--- config.mk ---
export PLATFORM = sky130hd
export DESIGN_NAME = accel_ball_integrator_flat
export DESIGN_NICKNAME = d
export VERILOG_FILES = /design/src/rtl/accel_ball_integrator_if.sv /design/src/rtl/accel_ball_integrator.sv /design/src/flat_wrapper.sv
export SDC_FILE = /design/constraint.sdc
export NUM_CORES = 1
export LEC_CHECK = 0
export BUFFER_PORTS_ARGS = -buffer_cell sky130_fd_sc_hd__buf_2
export CORE_MARGIN = 4
export CORE_UTILIZATION = 61
export CTS_CLUSTER_SIZE = 16
export DETAILED_ROUTE_END_ITERATION = 10
export HOLD_SLACK_MARGIN = 0.03
export PLACE_DENSITY = 0.8
export SYNTH_ARGS = -nofsm -noshare
export SYNTH_HDL_FRONTEND = slang
export SYNTH_SLANG_ARGS = --single-unit
--- constraint.sdc ---
create_clock -name clk -period 4.4 [get_ports clk]
set_input_delay 0.22 -clock clk [delete_from_list [all_inputs] [get_ports clk]]
set_output_delay 0.22 -clock clk [all_outputs]
set_load 0.03 [all_outputs]
--- src/rtl/accel_ball_integrator_if.sv ---
// Tilt samples in, ball state out: the link between AccelerometerCtl,
// the ball integrator and the display/game logic.
interface accel_ball_integrator_if #(
    parameter int unsigned ACCEL_W = 8,
    parameter int unsigned POS_W   = 10,
    parameter int unsigned VEL_W   = 12
);
    logic signed [ACCEL_W-1:0] accel_x_in;
    logic signed [ACCEL_W-1:0] accel_y_in;
    logic                      accel_valid;
    logic                      hold;
    logic                      recenter;
    logic [POS_W-1:0]          pos_x_out;
    logic [POS_W-1:0]          pos_y_out;
    logic signed [VEL_W-1:0]   vel_x_out;
    logic signed [VEL_W-1:0]   vel_y_out;
    logic [3:0]                wall_hit;
    logic                      update_done;

    modport master (
        output accel_x_in, accel_y_in, accel_valid, hold, recenter,
        input  pos_x_out, pos_y_out, vel_x_out, vel_y_out, wall_hit, update_done
    );

    modport slave (
        input  accel_x_in, accel_y_in, accel_valid, hold, recenter,
        output pos_x_out, pos_y_out, vel_x_out, vel_y_out, wall_hit, update_done
    );
endinterface

--- src/rtl/accel_ball_integrator.sv ---
// Fixed-point ball physics driven by accelerometer tilt: dead-zone, friction, wall clamp.
// Define BALL_BOUNCE_EN to reflect velocity at 75% on a wall hit instead of stopping.
module accel_ball_integrator #(
    parameter int unsigned ACCEL_W        = 8,
    parameter int unsigned POS_W          = 10,
    parameter int unsigned FRAC_W         = 4,
    parameter int unsigned VEL_W          = 12,
    parameter int unsigned X_MAX          = 639,
    parameter int unsigned Y_MAX          = 479,
    parameter int unsigned DEADZONE       = 4,
    parameter int unsigned FRICTION_SHIFT = 4,
    parameter int unsigned TICK_DIV       = 1000000
) (
    input  logic                     clk,
    input  logic                     reset,
    accel_ball_integrator_if.slave   bus
);

    localparam int unsigned P_W   = POS_W + FRAC_W + 1;
    localparam int unsigned SUM_W = VEL_W + 2;
    localparam int unsigned CNT_W = (TICK_DIV > 1) ? $clog2(TICK_DIV) : 1;

    localparam logic signed [SUM_W-1:0] V_HI  = SUM_W'((2 ** (VEL_W - 1)) - 1);
    localparam logic signed [SUM_W-1:0] V_LO  = -V_HI - SUM_W'(1);
    localparam logic signed [P_W-1:0]   X_LIM = P_W'(X_MAX << FRAC_W);
    localparam logic signed [P_W-1:0]   Y_LIM = P_W'(Y_MAX << FRAC_W);
    localparam logic signed [P_W-1:0]   X_CEN = P_W'((X_MAX / 2) << FRAC_W);
    localparam logic signed [P_W-1:0]   Y_CEN = P_W'((Y_MAX / 2) << FRAC_W);
    localparam logic [POS_W-1:0]        X_CEN_INT = POS_W'(X_MAX / 2);
    localparam logic [POS_W-1:0]        Y_CEN_INT = POS_W'(Y_MAX / 2);

    typedef enum logic [2:0] {
        IDLE,
        SAMPLE,
        VEL,
        POS,
        WALL
    } state_t;

    state_t                    state;
    logic [CNT_W-1:0]          tick_cnt;
    logic                      tick_c;
    logic signed [ACCEL_W-1:0] lat_x;
    logic signed [ACCEL_W-1:0] lat_y;
    logic signed [VEL_W-1:0]   acc_x;
    logic signed [VEL_W-1:0]   acc_y;
    logic signed [VEL_W-1:0]   vel_x;
    logic signed [VEL_W-1:0]   vel_y;
    logic signed [P_W-1:0]     p_x;
    logic signed [P_W-1:0]     p_y;
    logic [POS_W-1:0]          pos_x_q;
    logic [POS_W-1:0]          pos_y_q;
    logic [3:0]                wall_hit_q;
    logic                      update_done_q;

    logic                      hit_l_c;
    logic                      hit_r_c;
    logic                      hit_t_c;
    logic                      hit_b_c;
    logic signed [P_W-1:0]     px_clamp_c;
    logic signed [P_W-1:0]     py_clamp_c;

    // Small tilts are noise: treat |a| <= DEADZONE as level.
    function automatic logic signed [VEL_W-1:0] dead_zone(input logic signed [ACCEL_W-1:0] a);
        int mag;
        mag = a[ACCEL_W-1] ? -int'(a) : int'(a);
        return (mag <= int'(DEADZONE)) ? '0 : VEL_W'(a);
    endfunction

    // One velocity step with proportional friction, saturated to the signed range.
    function automatic logic signed [VEL_W-1:0] vel_step(input logic signed [VEL_W-1:0] v,
                                                         input logic signed [VEL_W-1:0] a);
        logic signed [SUM_W-1:0] sum;
        sum = SUM_W'(v) + SUM_W'(a) - SUM_W'(v >>> FRICTION_SHIFT);
        if (sum > V_HI) begin
            sum = V_HI;
        end else if (sum < V_LO) begin
            sum = V_LO;
        end
        return VEL_W'(sum);
    endfunction

`ifdef BALL_BOUNCE_EN
    localparam logic signed [VEL_W-1:0] V_REST = VEL_W'(2 ** FRAC_W);

    // 75% reflection; anything slower than one pixel per update comes to rest on the wall.
    function automatic logic signed [VEL_W-1:0] wall_vel(input logic signed [VEL_W-1:0] v);
        logic signed [VEL_W-1:0] r;
        r = (v >>> 2) - v;
        return ((r < V_REST) && (r > -V_REST)) ? '0 : r;
    endfunction
`endif

    assign tick_c = (tick_cnt == CNT_W'(TICK_DIV - 1));

    // Free-running physics tick; never paused by hold or recenter.
    always_ff @(posedge clk or negedge reset) begin
        if (!reset) begin
            tick_cnt <= '0;
        end else begin
            tick_cnt <= tick_c ? '0 : tick_cnt + CNT_W'(1);
        end
    end

    always_ff @(posedge clk or negedge reset) begin
        if (!reset) begin
            lat_x <= '0;
            lat_y <= '0;
        end else if (bus.accel_valid) begin
            lat_x <= bus.accel_x_in;
            lat_y <= bus.accel_y_in;
        end
    end

    // Wall detection and clamp on the freshly integrated position.
    always_comb begin
        hit_l_c    = p_x[P_W-1];
        hit_r_c    = (p_x > X_LIM);
        hit_t_c    = p_y[P_W-1];
        hit_b_c    = (p_y > Y_LIM);
        px_clamp_c = p_x;
        py_clamp_c = p_y;
        if (hit_l_c) begin
            px_clamp_c = '0;
        end else if (hit_r_c) begin
            px_clamp_c = X_LIM;
        end
        if (hit_t_c) begin
            py_clamp_c = '0;
        end else if (hit_b_c) begin
            py_clamp_c = Y_LIM;
        end
    end

    // Update sequencer: SAMPLE -> VEL -> POS -> WALL, recenter overrides everything.
    always_ff @(posedge clk or negedge reset) begin
        if (!reset) begin
            state         <= IDLE;
            acc_x         <= '0;
            acc_y         <= '0;
            vel_x         <= '0;
            vel_y         <= '0;
            p_x           <= X_CEN;
            p_y           <= Y_CEN;
            pos_x_q       <= X_CEN_INT;
            pos_y_q       <= Y_CEN_INT;
            wall_hit_q    <= '0;
            update_done_q <= 1'b0;
        end else begin
            update_done_q <= 1'b0;
            if (bus.recenter) begin
                state   <= IDLE;
                vel_x   <= '0;
                vel_y   <= '0;
                p_x     <= X_CEN;
                p_y     <= Y_CEN;
                pos_x_q <= X_CEN_INT;
                pos_y_q <= Y_CEN_INT;
            end else begin
                unique case (state)
                    IDLE: begin
                        if (tick_c && !bus.hold) begin
                            state <= SAMPLE;
                        end
                    end
                    SAMPLE: begin
                        acc_x <= dead_zone(lat_x);
                        acc_y <= dead_zone(lat_y);
                        state <= VEL;
                    end
                    VEL: begin
                        vel_x <= vel_step(vel_x, acc_x);
                        vel_y <= vel_step(vel_y, acc_y);
                        state <= POS;
                    end
                    POS: begin
                        p_x   <= p_x + P_W'(vel_x);
                        p_y   <= p_y + P_W'(vel_y);
                        state <= WALL;
                    end
                    WALL: begin
                        p_x           <= px_clamp_c;
                        p_y           <= py_clamp_c;
                        pos_x_q       <= px_clamp_c[FRAC_W +: POS_W];
                        pos_y_q       <= py_clamp_c[FRAC_W +: POS_W];
                        wall_hit_q    <= {hit_t_c, hit_b_c, hit_r_c, hit_l_c};
                        update_done_q <= 1'b1;
                        state         <= IDLE;
`ifdef BALL_BOUNCE_EN
                        if (hit_l_c || hit_r_c) begin
                            vel_x <= wall_vel(vel_x);
                        end
                        if (hit_t_c || hit_b_c) begin
                            vel_y <= wall_vel(vel_y);
                        end
`else
                        if (hit_l_c || hit_r_c) begin
                            vel_x <= '0;
                        end
                        if (hit_t_c || hit_b_c) begin
                            vel_y <= '0;
                        end
`endif
                    end
                    default: state <= IDLE;
                endcase
            end
        end
    end

    assign bus.pos_x_out   = pos_x_q;
    assign bus.pos_y_out   = pos_y_q;
    assign bus.vel_x_out   = vel_x;
    assign bus.vel_y_out   = vel_y;
    assign bus.wall_hit    = wall_hit_q;
    assign bus.update_done = update_done_q;

endmodule

--- src/flat_wrapper.sv ---
// flat-port wrapper written by rule: the top's interface ports become plain ports
module accel_ball_integrator_flat 
#(
    parameter int unsigned ACCEL_W        = 8,
    parameter int unsigned POS_W          = 10,
    parameter int unsigned FRAC_W         = 4,
    parameter int unsigned VEL_W          = 12,
    parameter int unsigned X_MAX          = 639,
    parameter int unsigned Y_MAX          = 479,
    parameter int unsigned DEADZONE       = 4,
    parameter int unsigned FRICTION_SHIFT = 4,
    parameter int unsigned TICK_DIV       = 1000000
)
  (clk, reset, bus_accel_x_in, bus_accel_y_in, bus_accel_valid, bus_hold, bus_recenter, bus_pos_x_out, bus_pos_y_out, bus_vel_x_out, bus_vel_y_out, bus_wall_hit, bus_update_done);
  accel_ball_integrator_if #(.ACCEL_W(ACCEL_W), .POS_W(POS_W), .VEL_W(VEL_W)) bus_i ();
  input  logic clk;
  input  logic reset;
  input wire logic [$bits(bus_i.accel_x_in)-1:0] bus_accel_x_in;
  input wire logic [$bits(bus_i.accel_y_in)-1:0] bus_accel_y_in;
  input wire logic [$bits(bus_i.accel_valid)-1:0] bus_accel_valid;
  input wire logic [$bits(bus_i.hold)-1:0] bus_hold;
  input wire logic [$bits(bus_i.recenter)-1:0] bus_recenter;
  output wire logic [$bits(bus_i.pos_x_out)-1:0] bus_pos_x_out;
  output wire logic [$bits(bus_i.pos_y_out)-1:0] bus_pos_y_out;
  output wire logic [$bits(bus_i.vel_x_out)-1:0] bus_vel_x_out;
  output wire logic [$bits(bus_i.vel_y_out)-1:0] bus_vel_y_out;
  output wire logic [$bits(bus_i.wall_hit)-1:0] bus_wall_hit;
  output wire logic [$bits(bus_i.update_done)-1:0] bus_update_done;
  assign bus_i.accel_x_in = bus_accel_x_in;
  assign bus_i.accel_y_in = bus_accel_y_in;
  assign bus_i.accel_valid = bus_accel_valid;
  assign bus_i.hold = bus_hold;
  assign bus_i.recenter = bus_recenter;
  assign bus_pos_x_out = bus_i.pos_x_out;
  assign bus_pos_y_out = bus_i.pos_y_out;
  assign bus_vel_x_out = bus_i.vel_x_out;
  assign bus_vel_y_out = bus_i.vel_y_out;
  assign bus_wall_hit = bus_i.wall_hit;
  assign bus_update_done = bus_i.update_done;
  accel_ball_integrator #(.ACCEL_W(ACCEL_W), .POS_W(POS_W), .FRAC_W(FRAC_W), .VEL_W(VEL_W), .X_MAX(X_MAX), .Y_MAX(Y_MAX), .DEADZONE(DEADZONE), .FRICTION_SHIFT(FRICTION_SHIFT), .TICK_DIV(TICK_DIV)) u_core (.clk(clk), .reset(reset), .bus(bus_i));
endmodule
==> flow_metrics.tcl <==
set metrics [dict create \
    cts_made_buffers 17 \
    cts_tree "done" \
    setup_violations 0 \
    worstHoldStart "bus_accel_x_in[4]" \
    nets 1160 \
    first_pass_iters 5 \
    dieArea_um2 16900 \
    synth_area_um2 9060 \
    synthTopCellsByArea "dfrtp_1 (29%), ha_1 (8.7%), dfstp_2 (8.1%)" \
    drt-initial-drc-count 474 \
    syn2layout_area_growth_pct 13.6 \
    ys.flop_type "dfrtp_1" \
    fin_setup_tns_ps 0 \
    wl_per_cell_um 16.9 \
    root_buffer "clkbuf_16" \
    clkLatencyLatePin_ps 420 \
    clk_pin_slew_ps 60 \
    synth_commonest_cells "dfrtp_1 (106), inv_1 (103), a21oi_1 (84)" \
    critPathRequiredTime_ps 4750 \
    final_util_pct 70.8 \
    crit_type "reg2reg" \
    ys_seq_area_share_pct 37.4 \
    totalWireLength_um 21100 \
    detail-route-antenna-nets 0 \
    maxCapViolations 0 \
    vias 7518 \
    critPathCaptureType "register" \
    irDropWorstVdd_mv 0.321 \
    synth_edf_count 0 \
    synth_most_common_cell "dfrtp_1" \
    clk_path_buf_depth 2 \
    gr-total-overflow 0 \
    min_to "u_core.lat_x[4]$_DFFE_PN0P_" \
    p_per_area_nw_per_um2 270 \
    min_path_cells 2 \
    coreArea_um2 14500 \
    run_status "finished, final reports clean" \
    yosysWarnings 0 \
    synthCells 972 \
    antenna_cells 0 \
    worst_clock_skew_ps 9.54 \
    track_usage_pct 25.7 \
    h-tree-depth 4 \
    grt_max_degree 110 \
    ioPinCount 70 \
    yosys.area.top_type "dfrtp_1" \
    async_flop_share_pct 100 \
    grt_pass1_wl_um 34600 \
    num_rows 44 \
    max_clock_freq_ghz 0.263 \
    ys_ff_latch 134 \
    grt_pass1_vias 7105 \
    min_period_over_period_pct 86.4 \
    place_congestion 0.905 \
    arrival_ps 4150 \
    fillers 1114 \
    rsz0062_at_grt "no" \
    rr_endpoint "u_core.bus.vel_x_out[0]$_DFFE_PN0P_" \
    r2r-start "u_core.bus.vel_x_out[11]$_DFFE_PN0P_" \
    reg2reg_slack_ps 600 \
    synth.distinct_cells 72 \
    finalNonFillerCells 1248 \
    p_leak_nw 4.95 \
    postCtsSetupRepairBufs 0 \
    finalMaxSlewViolations 0 \
    avgSynthCellArea_um2 9.32 \
    die_x_um 130 \
    numPortBuffers 69 \
    routed_via_density 6.02 \
    slew_headroom_pct 35.0 \
    worst-path-max-fanout 12 \
    clock-sinks 134 \
    synth_nets 1080 \
    period_needed_ps 3800 \
    place_inst 1203 \
    report.power.total_w 0.00278 \
    synth_top_area_share_pct 29.3 \
    antenna_found_initial 0 \
    timing.final.hold_violations 0 \
    start_util_pct 62.4 \
    drive_above_1_share_pct 14.8 \
    die_h_um 130 \
    max_slew.worst_pin.slew_ps 975 \
    dp_hpwl_um 15100 \
    rr_worst_depth 11 \
    drc 0 \
    crit_path_start_kind "register" \
    holdCritPathClass "in2reg" \
]
## where the power goes
group	internal [W]	switching, W
Sequential	0.00125	0.0000190
Combinational	0.0000449	0.0000751
Clock	0.000870	0.000519
Total	0.00216	0.000613
## worst max-delay path, cell delays in order, from the launching register on
cell and delay, ps:
dfrtp_1 570, fa_1 580, inv_1 40, ha_1 370
a21oi_1 210, o21ai_2 90, a41oi_1 430, a21oi_1 160
o21ba_1 200, or4_1 480, nor2_2 410, a221o_1 190
## metal layers
| layer | part of all wire (%) | track usage, % | vias up |
|---|---|---|---|
| li1 | - | - | 3674 |
| met5 | 0 | 0 | - |
| met1 | 46 | 36.3 | 3611 |
| met3 | 5.0 | 4.42 | 35 |
| met4 | 1.6 | 8.13 | 0 |
| met2 | 47 | 40.8 | 198 |
## worst max-delay path by stage
stage	slack, ps	to	start	depth (start not counted)
after floorplan	960	u_core.bus.vel_y_out[0]$_DFFE_PN0P_	u_core.bus.vel_y_out[4]$_DFFE_PN0P_	12
after global placement	780	u_core.bus.vel_y_out[5]$_DFFE_PN0P_	u_core.bus.vel_y_out[4]$_DFFE_PN0P_	12
after detailed placement	690	u_core.bus.vel_x_out[0]$_DFFE_PN0P_	u_core.bus.vel_x_out[11]$_DFFE_PN0P_	11
after CTS	630	u_core.bus.vel_x_out[0]$_DFFE_PN0P_	u_core.bus.vel_x_out[11]$_DFFE_PN0P_	11
after global routing	380	u_core.bus.vel_y_out[2]$_DFFE_PN0P_	u_core.bus.vel_y_out[4]$_DFFE_PN0P_	12
final	600	u_core.bus.vel_x_out[0]$_DFFE_PN0P_	u_core.bus.vel_x_out[11]$_DFFE_PN0P_	11
## layout by cell type, fill, tap and decap left out, types with 6 or more instances in the layout
cell | netlist | final
a21oi_1 | 84 | 84
nor2b_1 | 10 | 10
a31oi_1 | 7 | 7
o21a_1 | 9 | 9
nand3_1 | 22 | 22
dfstp_2 | 28 | 28
buf_2 | 2 | 68
clkbuf_16 | 0 | 17
dfrtp_1 | 106 | 106
nand4_1 | 6 | 6
o21bai_1 | 8 | 8
nor3_1 | 27 | 26
a221o_1 | 23 | 23
o31ai_1 | 7 | 7
nor4_1 | 11 | 11
and3_1 | 14 | 14
a22o_1 | 19 | 19
dlygate4sd3_1 | 0 | 14
a21o_1 | 14 | 14
nand2_1 | 59 | 59
a211o_1 | 9 | 9
xor2_1 | 20 | 20
xnor2_1 | 37 | 37
nand2b_1 | 10 | 10
mux2_2 | 12 | 12
nor2_1 | 80 | 80
fa_1 | 24 | 24
o21ai_0 | 47 | 47
ha_1 | 63 | 63
inv_1 | 103 | 103
## area by class of cell
type | instances | area, um2 | share of cell area (%)
Clock inverter | 9 | 103 | 0.997
Clock buffer | 22 | 474 | 4.61
Multi-Input combinational cell | 708 | 5180 | 50.3
Inverter | 103 | 387 | 3.76
Timing Repair Buffer | 88 | 529 | 5.14
Sequential cell | 134 | 3390 | 32.9
Tap cell | 184 | 230 | 2.24
## through the flow
stage / hold slack [ps] / area, um2 / setup slack [ps]
2_1_floorplan: -75.6 / 9060 / 961
3_3_place_gp: 398 / 9580 / 777
3_5_place_dp: 400 / 9580 / 686
4_1_cts: 36.2 / 10300 / 630
5_1_grt: 41.5 / 10300 / 381
6_report: 41.5 / 10300 / 600
## timing repair
action | in CTS | in global routing
hold buffers | 14 | 0
endpoints found under the hold margin | 94 | 0
resized for setup | 0 | 0
## flip-flops by register name (all words and copies together) (netlist names)
| register | cells |
|---|---|
| u_core.bus.vel_x_out | 12 |
| u_core.bus.vel_y_out | 12 |
| u_core.acc_x | 8 |
| u_core.bus.pos_y_out | 10 |
| u_core.p_y | 15 |
| u_core.acc_y | 8 |
| u_core.bus.pos_x_out | 10 |
| u_core.tick_cnt | 20 |
| u_core.lat_x | 8 |
| u_core.bus.wall_hit | 4 |
| u_core.p_x | 15 |
| u_core.state | 3 |
| u_core.lat_y | 8 |
| u_core.bus.update_done | 1 |
## kinds of logic after synthesis
group | share of synthesized area, %
and+or+nand+nor | 14.1
buffers and inverters | 5.49
adders and majority gates | 14.0
AOI/OAI and AO/OA | 21.6
muxes | 1.82
DFF | 37.4
xor gates and xnor gates | 5.51
No activity file was read; power rests on OpenSTA's default activity.
